$ cat src/rtl/i2c_pkg.sv
// Shared I2C definitions: widths, line-level constants, receiver state enum.
package i2c_pkg;

  localparam int I2C_ADDR_W = 7;
  localparam int I2C_DATA_W = 8;

  // Line level a receiver presents in the acknowledge slot.
  localparam logic ACK  = 1'b0;
  localparam logic NACK = 1'b1;

  // Number of bits in one address or data byte (bit counter is 4 bits wide).
  localparam logic [3:0] BYTE_BITS = 4'd8;

  typedef enum logic [2:0] {
    IDLE      = 3'd0,
    ADDR      = 3'd1,
    ADDR_ACK  = 3'd2,
    DATA      = 3'd3,
    DATA_ACK  = 3'd4,
    WAIT_STOP = 3'd5
  } i2c_state_e;

  // Open-drain enable needed to put a given level on SDA (only 0 can be driven).
  function automatic logic oe_for(input logic line_bit);
    return (line_bit == 1'b0);
  endfunction

  // True when an address byte selects this slave for a write transfer.
  function automatic logic addr_hit(input logic [I2C_DATA_W-1:0] addr_byte,
                                    input logic [I2C_ADDR_W-1:0] own_addr);
    return (addr_byte[7:1] == own_addr) && (addr_byte[0] == 1'b0);
  endfunction

endpackage

$ cat src/rtl/i2c_sync_edge.sv
// Multi-flop synchronizer for one bus line plus rise/fall detection against
// the previous synchronized level. Flops reset to 1, the idle bus level.
module i2c_sync_edge #(
  parameter int SYNC_STAGES = 2
) (
  input  logic pclk,
  input  logic presetn,
  input  logic d_i,
  output logic level_o,
  output logic rise_o,
  output logic fall_o
);

  logic [SYNC_STAGES-1:0] sync_q;
  logic                   prev_q;

  // Shift the raw line through the synchronizer and remember the last level.
  always_ff @(posedge pclk or negedge presetn) begin
    if (!presetn) begin
      sync_q <= '1;
      prev_q <= 1'b1;
    end else begin
      sync_q <= {sync_q[SYNC_STAGES-2:0], d_i};
      prev_q <= sync_q[SYNC_STAGES-1];
    end
  end

  assign level_o = sync_q[SYNC_STAGES-1];
  assign rise_o  = level_o & ~prev_q;
  assign fall_o  = ~level_o & prev_q;

endmodule

$ cat src/rtl/i2c_slave_rx.sv
// Write-only I2C slave receiver. Matches its own 7-bit address, ACKs accepted
// bytes and hands each data byte to the consumer with a one-pclk valid pulse.
//
// Consumer handshake: rx_ready is sampled on the SCL falling edge that ends a
// data byte. If it is 1 the byte is taken: data_slave_read is loaded and
// data_slave_read_valid pulses for exactly one pclk (no stall is possible, the
// consumer must accept in that cycle). If it is 0 the byte is NACKed and no
// pulse is produced. data_slave_read holds its value until the next accepted
// byte.
module i2c_slave_rx
  import i2c_pkg::*;
#(
  parameter int SYNC_STAGES = 2
) (
  input  logic                  pclk,
  input  logic                  presetn,
  input  logic                  scl_i,
  input  logic                  sda_i,
  output logic                  sda_oe,
  input  logic [I2C_ADDR_W-1:0] slave_addr,
  input  logic                  rx_ready,
  output logic [I2C_DATA_W-1:0] data_slave_read,
  output logic                  data_slave_read_valid,
  output logic                  busy,
  output logic                  stop_det,
  output i2c_state_e            dbg_state
);

  logic scl_lvl, scl_rise, scl_fall;
  logic sda_lvl, sda_rise, sda_fall;
  logic start_evt, stop_evt;

  i2c_state_e            state, state_nxt;
  logic [3:0]            bit_cnt, cnt_nxt;
  logic [I2C_DATA_W-1:0] shift, shift_nxt;
  logic [I2C_DATA_W-1:0] data_nxt;
  logic                  oe_nxt, valid_nxt, stop_nxt;

  i2c_sync_edge #(.SYNC_STAGES(SYNC_STAGES)) u_scl (
    .pclk    (pclk),
    .presetn (presetn),
    .d_i     (scl_i),
    .level_o (scl_lvl),
    .rise_o  (scl_rise),
    .fall_o  (scl_fall)
  );

  i2c_sync_edge #(.SYNC_STAGES(SYNC_STAGES)) u_sda (
    .pclk    (pclk),
    .presetn (presetn),
    .d_i     (sda_i),
    .level_o (sda_lvl),
    .rise_o  (sda_rise),
    .fall_o  (sda_fall)
  );

  // SDA may only change while SCL is high to signal START or STOP.
  assign start_evt = sda_fall & scl_lvl;
  assign stop_evt  = sda_rise & scl_lvl;

  // State and datapath registers.
  always_ff @(posedge pclk or negedge presetn) begin
    if (!presetn) begin
      state                 <= IDLE;
      bit_cnt               <= '0;
      shift                 <= '0;
      sda_oe                <= 1'b0;
      data_slave_read       <= '0;
      data_slave_read_valid <= 1'b0;
      stop_det              <= 1'b0;
    end else begin
      state                 <= state_nxt;
      bit_cnt               <= cnt_nxt;
      shift                 <= shift_nxt;
      sda_oe                <= oe_nxt;
      data_slave_read       <= data_nxt;
      data_slave_read_valid <= valid_nxt;
      stop_det              <= stop_nxt;
    end
  end

  // Next-state and output decode; STOP beats START beats any SCL activity.
  always_comb begin
    state_nxt = state;
    cnt_nxt   = bit_cnt;
    shift_nxt = shift;
    oe_nxt    = sda_oe;
    data_nxt  = data_slave_read;
    valid_nxt = 1'b0;
    stop_nxt  = 1'b0;

    if (stop_evt) begin
      state_nxt = IDLE;
      cnt_nxt   = '0;
      oe_nxt    = oe_for(NACK);
      stop_nxt  = 1'b1;
    end else if (start_evt) begin
      // Also covers repeated START: any partial byte is thrown away.
      state_nxt = ADDR;
      cnt_nxt   = '0;
      shift_nxt = '0;
      oe_nxt    = oe_for(NACK);
    end else begin
      case (state)
        ADDR, DATA: begin
          if (scl_rise && (bit_cnt != BYTE_BITS)) begin
            shift_nxt = {shift[I2C_DATA_W-2:0], sda_lvl};
            cnt_nxt   = bit_cnt + 4'd1;
          end else if (scl_fall && (bit_cnt == BYTE_BITS)) begin
            cnt_nxt = '0;
            if (state == ADDR) begin
              if (addr_hit(shift, slave_addr)) begin
                state_nxt = ADDR_ACK;
                oe_nxt    = oe_for(ACK);
              end else begin
                state_nxt = WAIT_STOP;
                oe_nxt    = oe_for(NACK);
              end
            end else begin
              if (rx_ready) begin
                state_nxt = DATA_ACK;
                oe_nxt    = oe_for(ACK);
                data_nxt  = shift;
                valid_nxt = 1'b1;
              end else begin
                state_nxt = WAIT_STOP;
                oe_nxt    = oe_for(NACK);
              end
            end
          end
        end
        ADDR_ACK, DATA_ACK: begin
          // ACK slot ends on the falling edge after the master sampled it.
          if (scl_fall) begin
            state_nxt = DATA;
            cnt_nxt   = '0;
            oe_nxt    = oe_for(NACK);
          end
        end
        IDLE, WAIT_STOP: begin
          state_nxt = state;
        end
        default: begin
          state_nxt = IDLE;
          cnt_nxt   = '0;
          oe_nxt    = oe_for(NACK);
        end
      endcase
    end
  end

  assign busy      = (state != IDLE);
  assign dbg_state = state;

endmodule

$ cat config.mk
export PLATFORM = sky130hd
export DESIGN_NAME = i2c_slave_rx
export DESIGN_NICKNAME = d
export VERILOG_FILES = /design/src/rtl/i2c_pkg.sv /design/src/rtl/i2c_sync_edge.sv /design/src/rtl/i2c_slave_rx.sv
export SDC_FILE = /design/constraint.sdc
export NUM_CORES = 1
export LEC_CHECK = 0
export CAP_MARGIN = 15
export CORE_MARGIN = 4
export CORE_UTILIZATION = 25
export DETAILED_ROUTE_END_ITERATION = 7
export SLEW_MARGIN = 10
export SYNTH_ARGS = -nofsm -noshare
export SYNTH_HDL_FRONTEND = slang
export SYNTH_SLANG_ARGS = --single-unit
$ cat constraint.sdc
create_clock -name pclk -period 2.4 [get_ports pclk]
set_input_delay 0.48 -clock pclk [delete_from_list [all_inputs] [get_ports pclk]]
set_output_delay 0.48 -clock pclk [all_outputs]
set_load 0.01 [all_outputs]
# Word-level counts from Yosys, hierarchy flattened
# Cells that the tools add are included.
# W data, S select, Z words.
# word_totals
register_bits	32
inputBits	12
# op_classes
n_addsub	1
n_eq_ne	13
mux	34
n_bitwise	15
n_reduce_logical	14
# op_table
cell	n
$mux W8	3
$mux W3	7
$mux W4	5
$mux W1	16
$ne A4 B4 Y1 const B	4
$pmux W4 S3	1
$not A1 Y1	9
$pmux W3 S3	1
$eq A7 B7 Y1	1
$reduce_and A7 Y1	1
$and A1 B1 Y1	6
$eq A3 B2 Y1 const B	2
$eq A3 B3 Y1 const B	2
$reduce_and A3 Y1	2
$reduce_or A2 Y1	3
$ne A5 B5 Y1 const B	1
$add A4 B1 Y4 const B	1
$eq A4 B4 Y1 const B	1
$reduce_and A4 Y1	1
$reduce_bool A2 Y1	2
$eq A3 B1 Y1 const B	1
$logic_and A1 B1 Y1	3
$logic_not A3 Y1	1
$ne A3 B3 Y1 const B	1
other kinds (2)	2

# Logic depth before layout (Yosys ltp)
# Gate-level depths: netlist (run 1).
# logic_depth
depth_word	9
depth_mapped	9

# Modules after synthesis
# Synthesis (run 1) repeated with hierarchy kept, for this count alone.
# unflattened
hier_cells	126
hier_area_um2	1493.9
# by_module_without_submodules
mod	instances	cells_each	area_each_um2	seq_area_each_um2
i2c_slave_rx	1	116	1306.3	650.6
i2c_sync_edge	2	5	93.8	78.8

# Least setup slack after synthesis (run 1)
# Ideal clock, no wire load.
# synth_timing
path_type	flip-flop to flip-flop
startpoint	reg bit_cnt[0]
endpoint	reg data_slave_read[0]
setup_time_ps	125
arrival_time_ps	1669
slack_ps	605
path_stages_with_launch	10
path_buffers	3
cell_sequence	dfrtp_1 -> inv_1 -> ha_1 -> and3b_1 -> buf_6 -> and3_4 -> buf_6 -> nor2b_4 -> buf_6 -> mux2_4
# synth_via
elab_chain_cells	4
elab_cells_between_ends	6
cone_classes	eq/ne: 2; bitwise: 1; reduce/logical: 3
# synth_rtl
element	line	text
from (decl)	i2c_slave_rx.sv:34	logic [3:0] bit_cnt, cnt_nxt;
from (signal assigned)	i2c_slave_rx.sv:73	bit_cnt <= cnt_nxt;
$ne A4 B4 Y1	i2c_slave_rx.sv:106	if (scl_rise && (bit_cnt != BYTE_BITS)) begin
$logic_and A1 B1 Y1	i2c_slave_rx.sv:106	
$not A1 Y1 (no source line)	-	
$reduce_and A7 Y1 (no source line) *	-	
to (signal assigned)	i2c_slave_rx.sv:76	data_slave_read <= data_nxt;
to (decl)	i2c_slave_rx.sv:22	output logic [I2C_DATA_W-1:0] data_slave_read,
# Mark *: on every way between the ends. The rest lies on a longest branch, timed or not.
# A chain may end at the register's enable or synchronous reset.

# Worst setup path after layout (run 1)
# layout_timing
startpoint	reg state[0], in the netlist dbg_state[0]
endpoint	out busy
# layout_via
elab_chain_cells	1
# layout_rtl
element	line	text
from (decl)	i2c_slave_rx.sv:33	i2c_state_e state, state_nxt;
from (signal assigned)	i2c_slave_rx.sv:72	state <= state_nxt;
$reduce_bool A3 Y1	i2c_slave_rx.sv:152	assign busy = (state != IDLE);
to (decl)	i2c_slave_rx.sv:24	output logic busy,
# No other way between the ends.

==> impl_results.md, run 1 <==
* Status: completed
* WHS Endpoint: u_sda.sync_q[1]
* Number of port buffers at 26
* P_leak at 0.900 nW
* Drt pass-1 iters at 4
* Top post-synthesis cells by area: dfrtp_1 38%, dfstp_2 9.3%, mux2_4 7.1%
* Post-synth top cells: 26 x dfrtp_1, 12 x nor3_1, 9 x xnor2_1
* Clock Tree Buf Depth at 2
* Reg-to-Reg End: bit_cnt[0]
* Cell count after synthesis at 145
* WP data required at 1.92 ns
* Maximum VDD drop at 0.207 mV
* Hold Buf Count CTS at 0
* DIE WIDTH at 90.2 um
* Syn Nets at 159
* Initial antenna violation count at 0
* Hold Startpoint: u_sda.sync_q[0]
* Ant diodes at 0
* Worst setup EP type: output pin
* Worst r2r path cells at 7
* Die Footprint at 0.00814 sq mm
* Mapped cell area at 0.00169 sq mm
* Rows at 29
* Post-route cell area at 0.00210 sq mm
* First-pass GRT wire length at 6410 um
* Startpoint Class: flip-flop
* Initial drt markers at 46
* Post-CTS Setup Bufs at 0
* Min Tclk post-route at between 2 and 2.5 ns
* Ys async rst share at between 90% and 100%
* Dpl cell area at 0.00202 sq mm
* Fin. max-slew vios at 0
* Synth cell types at 45
* Total number of yosys warnings at 0
* Sequential-to-total area share from yosys stat at a little under half
* Avg Synthesized Cell Area at ~12 sq um
* Clk sinks at 32
* Layout Skew at 0.00571 ns
* Core area at 0.00646 sq mm
* Die Ht at about 90 um
* Unrepaired setup endpoints after global routing: no
* Initial Util at about a quarter
* Reg2reg start: bit_cnt[0]
* Final hold viol count at 0
* Setup violations, final at 0
* Routed via count at around 1.2k
* Routed wire length at 3680 um
* FF-to-FF setup slack at 0.40 ns
* Total GRT Usage at 9.79%
* Clock root buffer: clkbuf_8
* GPL Wtd Cong at 0.852
* PD cells at 586 mW/mm^2
* Total CTS buffers at 5
* Post-synth EDFFs at 0
* Number of routed nets with antenna violations at 0
* Post-route DRC at 0
* Cell taking the most area after synthesis: dfrtp_1
* Post-synth top area share at 38.5%
* Top_reg_cell synth: dfrtp_1
* Max-cap violations at 0
* CP arrival at roughly 1.7 ns
* DR vias/cell at 4.80
* Least-Margin Pin Slew at 0.433 ns
* Top-count cell post-synth: dfrtp_1
* Hpwl dp at 2640 um
* Hold crit path type: reg -> reg
* CTS tree: yes
* Top Ports at 27
* Crit share post-route at 89.4%
* Clk_lat worst skew at 0.28 ns
* Crit-path max FO at 9
* Achievable frequency at about 470 MHz
* Routed wire per std cell at about 15 um
* Hold depth at 0
* P&R area growth vs syn at 24.1%
* Fin nets at between 150 and 200
* Largest net degree at the start of global routing at 33
* FF+latch count, synth at 32
* WS Path Type: reg -> out
* Total chip power at 1.23 mW
* Layout cells sized above 1 at 23.0%
* CTS resizes at 0
* Relative slew slack at 71.1%
* Vias in the first global route at 1254
* Gr ovfl total at 0
* CP startpoint: dbg_state[0]
* CTS HTree Levels at 2
* CTS clk-pin slew, worst paths at around 0.060 ns
* Setup TNS at 0 ns
-- where the power goes --
group,internal [mW],switching [mW],total [mW]
Clock,0.203,0.193,0.397
Combinational,0.105,0.0753,0.180
Sequential,0.588,0.0641,0.652
Total,0.896,0.333,1.23
-- through the flow --
stage	utilization [%]	hold slack [ns]	std cells	setup WS [ns]
after floorplan	-	0.184	145	0.605
after global placement	31.2	0.346	243	0.428
after detailed placement	31.2	0.349	243	0.421
after CTS	32.5	0.358	251	0.232
after global routing	32.5	0.360	251	0.205
final	32.5	0.359	251	0.254
-- sequential cells by signal (all words and copies together), names as in the netlist --
register and flops:
bit_cnt 4, data_slave_read_valid 1, u_scl.prev_q 1, stop_det 1
data_slave_read 8, u_sda.sync_q 2, u_sda.prev_q 1, dbg_state 3
sda_oe 1, u_scl.sync_q 2, shift 8
-- cell families after synthesis --
logic type / after synthesis / synth area share, %
multiplexers: 10 / 8.44
AND/OR/NAND/NOR: 45 / 16.8
buffers and inverters: 14 / 4.66
XOR/XNOR: 11 / 5.70
flip-flops: 32 / 47.8
adder cells (fa/ha/maj): 3 / 2.15
AO/OA/AOI/OAI: 30 / 14.4
-- cell type report --
type	instances	area, sq um
fill	652	4360
sequential	32	808
multi-input combinational	99	803
timing repair buffer	30	290
tap	77	96.3
clock buffer	7	76.3
inverter	5	18.8
clock inverter	1	5.00
-- layer usage --
metal | GRT usage [%] | vias up | wire, um
met3 | 3.59 | 5 | 272
met1 | 13.0 | 580 | 1720
met2 | 14.4 | 38 | 1650
met4 | 3.83 | 0 | 41
met5 | 0 | - | 0
li1 | - | 583 | -
-- worst max-delay path, cell delays in order (launching register included) --
cell and delay [ns]:
dfrtp_1 0.48, or3_1 0.42, clkdlybuf4s50_1 0.49
-- layout by cell type (no fill, tap or decap), types with 3 or more instances in the layout --
| cell | n |
|---|---|
| clkbuf_8 | 5 |
| a21oi_1 | 5 |
| nor3_1 | 12 |
| nand2_1 | 5 |
| clkdlybuf4s50_1 | 26 |
| nor2b_1 | 4 |
| nor2_1 | 3 |
| inv_1 | 5 |
| nand4_1 | 3 |
| o21ai_0 | 3 |
| buf_4 | 4 |
| mux2_4 | 8 |
| dfstp_2 | 6 |
| dfrtp_1 | 26 |
| xnor2_1 | 9 |
| o21bai_1 | 7 |
| o221a_2 | 7 |
-- worst max path at each step --
stage                                     to  slack (ns)
after floorplan           data_slave_read[0]        0.61
after global placement    data_slave_read[0]        0.43
after detailed placement          bit_cnt[0]        0.42
after CTS                               busy        0.23
after global routing                    busy        0.20
final                                   busy        0.25
No activity file was read; power rests on OpenSTA's default activity.
==> run 2: changes to the inputs <==
--- a/config.mk
+++ b/config.mk
@@ -7,7 +7,7 @@
 export LEC_CHECK = 0
 export CAP_MARGIN = 15
 export CORE_MARGIN = 4
-export CORE_UTILIZATION = 25
+export CORE_UTILIZATION = 30
 export DETAILED_ROUTE_END_ITERATION = 7
 export SLEW_MARGIN = 10
 export SYNTH_ARGS = -nofsm -noshare
==> impl_results.md, run 2 (same netlist as run 1, synthesis figures left out) <==
* Routed wire length at 3410 um (-7.3%)
* Setup violations, final at 0 (unchanged)
* Hold crit path type: reg -> reg
* Clock Tree Buf Depth at 2 (unchanged)
* Number of port buffers at 26 (unchanged)
* Vias in the first global route at 1212 (-3.3%)
* Initial antenna violation count at 0 (unchanged)
* Status: completed
* Clk sinks at 32 (unchanged)
* Worst setup EP type: output pin
* P&R area growth vs syn at 24.0%
* First-pass GRT wire length at 6040 um (-5.8%)
* Most frequent cells in the layout: 26 x dfrtp_1, 26 x clkdlybuf4s50_1, 12 x nor3_1
* Fill count at 546 (-16%)
* CP Cell Sequence: or3_1 -> clkdlybuf4s50_1
* Crit share post-route at 88.5% (-0.97 points)
* Routed wire per std cell at 13.9 um (-5.1%)
* Initial Util at 30.9% (+4.7 points)
* Layout cells sized above 1 at 23.7% (+0.71 points)
* Critical path's largest stage delay at 0.49 ns (about the same)
* Fin. max-slew vios at 0 (unchanged)
* Dpl cell area at 0.00200 sq mm (-0.68%)
* Fin nets at 186 (-0.53%)
* DIE WIDTH at 83.1 um (-7.9%)
* Number of routed nets with antenna violations at 0 (unchanged)
* Die Ht at 83.1 um (-7.9%)
* Core area at 0.00547 sq mm (-15%)
* Maximum VDD drop at 0.182 mV (-12%)
* Clk_lat worst skew at 0.28 ns (about the same)
* Unrepaired setup endpoints after global routing: no
* CTS resizes at 0 (unchanged)
* Crit-path max FO at 9 (unchanged)
* Die Footprint at 0.00690 sq mm (-15%)
* Final hold viol count at 0 (unchanged)
* Hpwl dp at 2460 um (-6.8%)
* Total CTS buffers at 5 (unchanged)
* GPL Wtd Cong at 0.762 (-11%)
* Initial drt markers at 115 (+150%)
* CP max stage cell: dfrtp_1
* Top Ports at 27 (unchanged)
* PD cells at 598 mW/mm^2 (+2.2%)
* Achievable frequency at 471 MHz (+1.1%)
* CTS clk-pin slew, worst paths at 0.07 ns (about the same)
* DR vias/cell at 4.87 (+1.3%)
* Largest registers: data_slave_read (8), shift (8), bit_cnt (4)
* Total GRT Usage at 10.6% (+0.79 points)
* Clock root buffer: clkbuf_8
* Post-route DRC at 0 (unchanged)
* Drt pass-1 iters at 4 (unchanged)
* Min Tclk post-route at 2.12 ns (-0.0232 ns)
* Max-cap violations at 0 (unchanged)
* CTS tree: yes
* Rows at 27 (-6.9%)
* Ant diodes at 0 (unchanged)
* Least-Margin Pin Slew at 0.398 ns (-0.0344 ns)
* Routed via count at 1192 (-1.2%)
* P_leak at 0.904 nW (+0.36%)
* Bufs and invs on worst path at 1 (unchanged)
* Post-CTS Setup Bufs at 0 (unchanged)
* Largest net degree at the start of global routing at 33 (unchanged)
* Startpoint Class: flip-flop
* Hold Buf Count CTS at 0 (unchanged)
* Cell family with most CP delay: flip-flops
* Relative slew slack at 73.4% (+2.4 points)
* Layout Skew at 0.00607 ns (+0.000358 ns)
* WS Path Type: reg -> out
* Setup TNS at 0 ns (unchanged)
* Post-route cell area at 0.00210 sq mm (-0.12%)
* CTS HTree Levels at 2 (unchanged)
* CP arrival at 1.64 ns (-0.03 ns)
* WP data required at 1.92 ns (about the same)
* Gr ovfl total at 0 (unchanged)
[run 2: layout make-up]
class | count | area (sq um) | area share (%)
flip-flops and latches | 32 | 808 | 38.6
multi-input cells | 99 | 803 | 38.3
repair buffers | 29 | 283 | 13.5
well taps | 72 | 90.1 | 4.30
clock buffers | 6 | 82.6 | 3.94
inverters | 5 | 18.8 | 0.896
clock inverters | 2 | 10.0 | 0.478
[run 2: worst paths after layout]
kind / start / endpoint / cells past startpoint / slack [ns]
setup / recovery: dbg_state[0] / busy / 2 / 0.28
setup reg to reg: bit_cnt[0] / data_slave_read[7] / 6 / 0.38
hold / removal: u_scl.sync_q[0] / u_scl.sync_q[1] / 0 / 0.36
min in group asynchronous: presetn / bit_cnt[3] / 2 / 0.60
hold reg to reg: u_scl.sync_q[0] / u_scl.sync_q[1] / 0 / 0.36
max in group asynchronous: presetn / u_sda.sync_q[0] / 2 / 1.48
[run 2: routing by layer]
layer  part of all wire (%)  GRT usage, %  up-vias
met5                      0             0        -
met4                    1.6          4.01        0
met3                    5.5          3.17        5
met2                     44          15.7       35
met1                     49          14.5      570
li1                       -             -      582
[run 2: where the power goes]
| part | total, mW | switching [mW] | internal, mW | leakage (nW) |
|---|---|---|---|---|
| Combinational | 0.180 | 0.0740 | 0.106 | 0.447 |
| Clock | 0.423 | 0.194 | 0.228 | 0.0510 |
| Sequential | 0.652 | 0.0637 | 0.588 | 0.405 |
[run 2: metrics by stage]
step           hold slack [ns]  instances  power, mW  setup WS (ns)  util [%]
6_report                 0.358        245       1.25          0.277      38.3
5_1_grt                  0.364        245       1.33          0.206      38.3
4_1_cts                  0.359        245       1.27          0.255      38.3
3_5_place_dp             0.349        237      0.843          0.371      36.6
3_3_place_gp             0.346        237      0.842          0.444      36.6
2_1_floorplan            0.184        145      0.770          0.605         -
[run 2: worst reg2reg max path: stages, from the launching register on]
cell,delay [ns]
dfrtp_1,0.41
inv_1,0.07
ha_1,0.13
and3b_1,0.31
and3_4,0.28
nor2b_4,0.37
mux2_4,0.34
==> run 3: changes to the inputs <==
--- a/config.mk
+++ b/config.mk
@@ -6,9 +6,10 @@
 export NUM_CORES = 1
 export LEC_CHECK = 0
 export CAP_MARGIN = 15
-export CORE_MARGIN = 4
-export CORE_UTILIZATION = 30
+export CORE_UTILIZATION = 53
 export DETAILED_ROUTE_END_ITERATION = 7
+export GPL_TIMING_DRIVEN = 0
+export PLACE_DENSITY = 0.79
 export SLEW_MARGIN = 10
 export SYNTH_ARGS = -nofsm -noshare
 export SYNTH_HDL_FRONTEND = slang
==> impl_results.md, run 3 (same netlist as run 1, synthesis figures left out) <==
* Status: completed
* Number of routed nets with antenna violations at 0 (unchanged)
* Unrepaired setup endpoints after global routing: no
* Cell family with most CP delay: flip-flops
* PD cells at 558 mW/mm^2 (-6.7%)
* Clk sinks at 32 (unchanged)
* Commonest non-fill, non-tap cell in the layout: dfrtp_1
* CP arrival at 1.69 ns (+0.05 ns)
* Post-route cell area at 0.00206 sq mm (-1.7%)
* Dpl cell area at 0.00200 sq mm (-0.12%)
* DIE WIDTH at 58.5 um (-30%)
* Hpwl dp at 2490 um (+1.3%)
* Ant diodes at 0 (unchanged)
* Routed via count at 1258 (+5.5%)
* WS Path Type: reg -> out
* First-pass GRT wire length at 6080 um (+0.68%)
* Crit-path max FO at 9 (unchanged)
* Reg-to-Reg End: data_slave_read[4]
* WP data required at 1.92 ns (about the same)
* Post-route DRC at 0 (unchanged)
* DR vias/cell at 5.64 (+16%)
* CTS clk-pin slew, worst paths at 0.09 ns (+0.02 ns)
* Largest net degree at the start of global routing at 33 (unchanged)
* Worst setup EP type: output pin
* Clk_lat worst skew at 0.33 ns (+0.05 ns)
* Clock root buffer: clkbuf_4
* GPL Wtd Cong at 0.921 (+21%)
* P&R area growth vs syn at 21.8%
* Number of port buffers at 26 (unchanged)
* Clock Tree Buf Depth at 2 (unchanged)
* Least-Margin Pin Slew at 0.690 ns (+0.291 ns)
* CP Cell Sequence: or3_1 -> clkdlybuf4s50_1
* Initial Util at 55.8% (+25 points)
* CTS tree: yes
* Largest registers: data_slave_read (8), shift (8), bit_cnt (4)
* Final hold viol count at 0 (unchanged)
* Initial drt markers at 19 (-83%)
* Crit share post-route at 90.2% (+1.8 points)
* Top Ports at 27 (unchanged)
* Fin. max-slew vios at 0 (unchanged)
* CP startpoint: dbg_state[0]
* Fill count at 240 (-56%)
* Fin nets at 192 (+3.2%)
* Total GRT Usage at 24.0% (+13 points)
* Die Ht at 58.5 um (-30%)
* Layout Skew at 0.0102 ns (+0.00415 ns)
* Vias in the first global route at 1293 (+6.7%)
* Setup TNS at 0 ns (unchanged)
* Hold Buf Count CTS at 0 (unchanged)
* Reg2reg start: bit_cnt[0]
* Gr ovfl total at 0 (unchanged)
* Worst r2r path cells at 9 (+3)
* FF-to-FF setup slack at 0.44 ns (+0.06 ns)
* Most frequent cells in the layout: 26 x dfrtp_1, 25 x clkdlybuf4s50_1, 12 x nor3_1
* Max-cap violations at 0 (unchanged)
* Maximum VDD drop at 0.313 mV (+72%)
* Setup violations, final at 0 (unchanged)
* Relative slew slack at 54.0% (-19 points)
* Achievable frequency at 462 MHz (-2.0%)
* Routed wire length at 3490 um (+2.4%)
* P_leak at 0.907 nW (+0.35%)
* Routed wire per std cell at 15.7 um (+13%)
* Min Tclk post-route at 2.17 ns (+0.0422 ns)
* CTS resizes at 0 (unchanged)
* CP max stage cell: dfrtp_1
* CTS HTree Levels at 2 (unchanged)
* Initial antenna violation count at 0 (unchanged)
* Total CTS buffers at 5 (unchanged)
* Critical path's largest stage delay at 0.48 ns (about the same)
* Startpoint Class: flip-flop
* Hold_ws at 0.184 ns (-0.174 ns)
* Bufs and invs on worst path at 1 (unchanged)
* Core area at 0.00303 sq mm (-45%)
* Hold crit path type: in -> async
* Layout cells sized above 1 at 24.0% (+0.32 points)
* Drt pass-1 iters at 7 (+3)
* Final core occ at 68.0% (+30 points)
* Die Footprint at 0.00342 sq mm (-50%)
* Post-CTS Setup Bufs at 0 (unchanged)
* Rows at 20 (-26%)
run 3: cell count changes in the layout (fill, tap and decap cells not counted), sizes merged:
cell	change
buf	+4
clkbuf	+5
clkdlybuf4s50	-1
clkinv	-2
run 3: report_power, final:
| group | internal, mW | switching (mW) | leakage, nW |
|---|---|---|---|
| Clock | 0.144 | 0.169 | 0.0326 |
| Sequential | 0.587 | 0.0620 | 0.405 |
| Combinational | 0.105 | 0.0822 | 0.469 |
| Total | 0.836 | 0.313 | 0.907 |
run 3: final cells by class:
cell class	count	area [sq um]	area share, %
repair buffers	26	255	12.4
well taps	44	55.1	2.67
inverters	5	18.8	0.911
plain buffers	9	60.1	2.92
multi-input cells	99	803	39.0
flip-flops and latches	32	808	39.2
clock buffers	8	58.8	2.86
run 3: per-layer routing:
layer | share of wire [%] | GRT usage (%) | vias to the layer above
li1 | - | - | 595
met3 | 4.2 | 6.59 | 4
met4 | 1.3 | 8.50 | 0
met5 | 0 | 0 | -
met1 | 45 | 30.7 | 624
met2 | 49 | 39.2 | 35
run 3: worst max-delay path by stage:
stage,slack (ns),cells after the start,endpoint
2_1_floorplan,0.61,9,data_slave_read[0]
6_report,0.23,2,busy
4_1_cts,0.21,3,busy
3_5_place_dp,0.47,6,data_slave_read[7]
3_3_place_gp,0.32,1,bit_cnt[0]
5_1_grt,0.13,2,busy
run 3: stage by stage:
| stage | worst slack, ns | instances | total power, mW |
|---|---|---|---|
| 2_1_floorplan | 0.605 | 145 | 0.770 |
| 3_3_place_gp | 0.319 | 215 | 0.835 |
| 3_5_place_dp | 0.474 | 215 | 0.844 |
| 4_1_cts | 0.209 | 223 | 1.17 |
| 5_1_grt | 0.135 | 223 | 1.21 |
| 6_report | 0.235 | 223 | 1.15 |
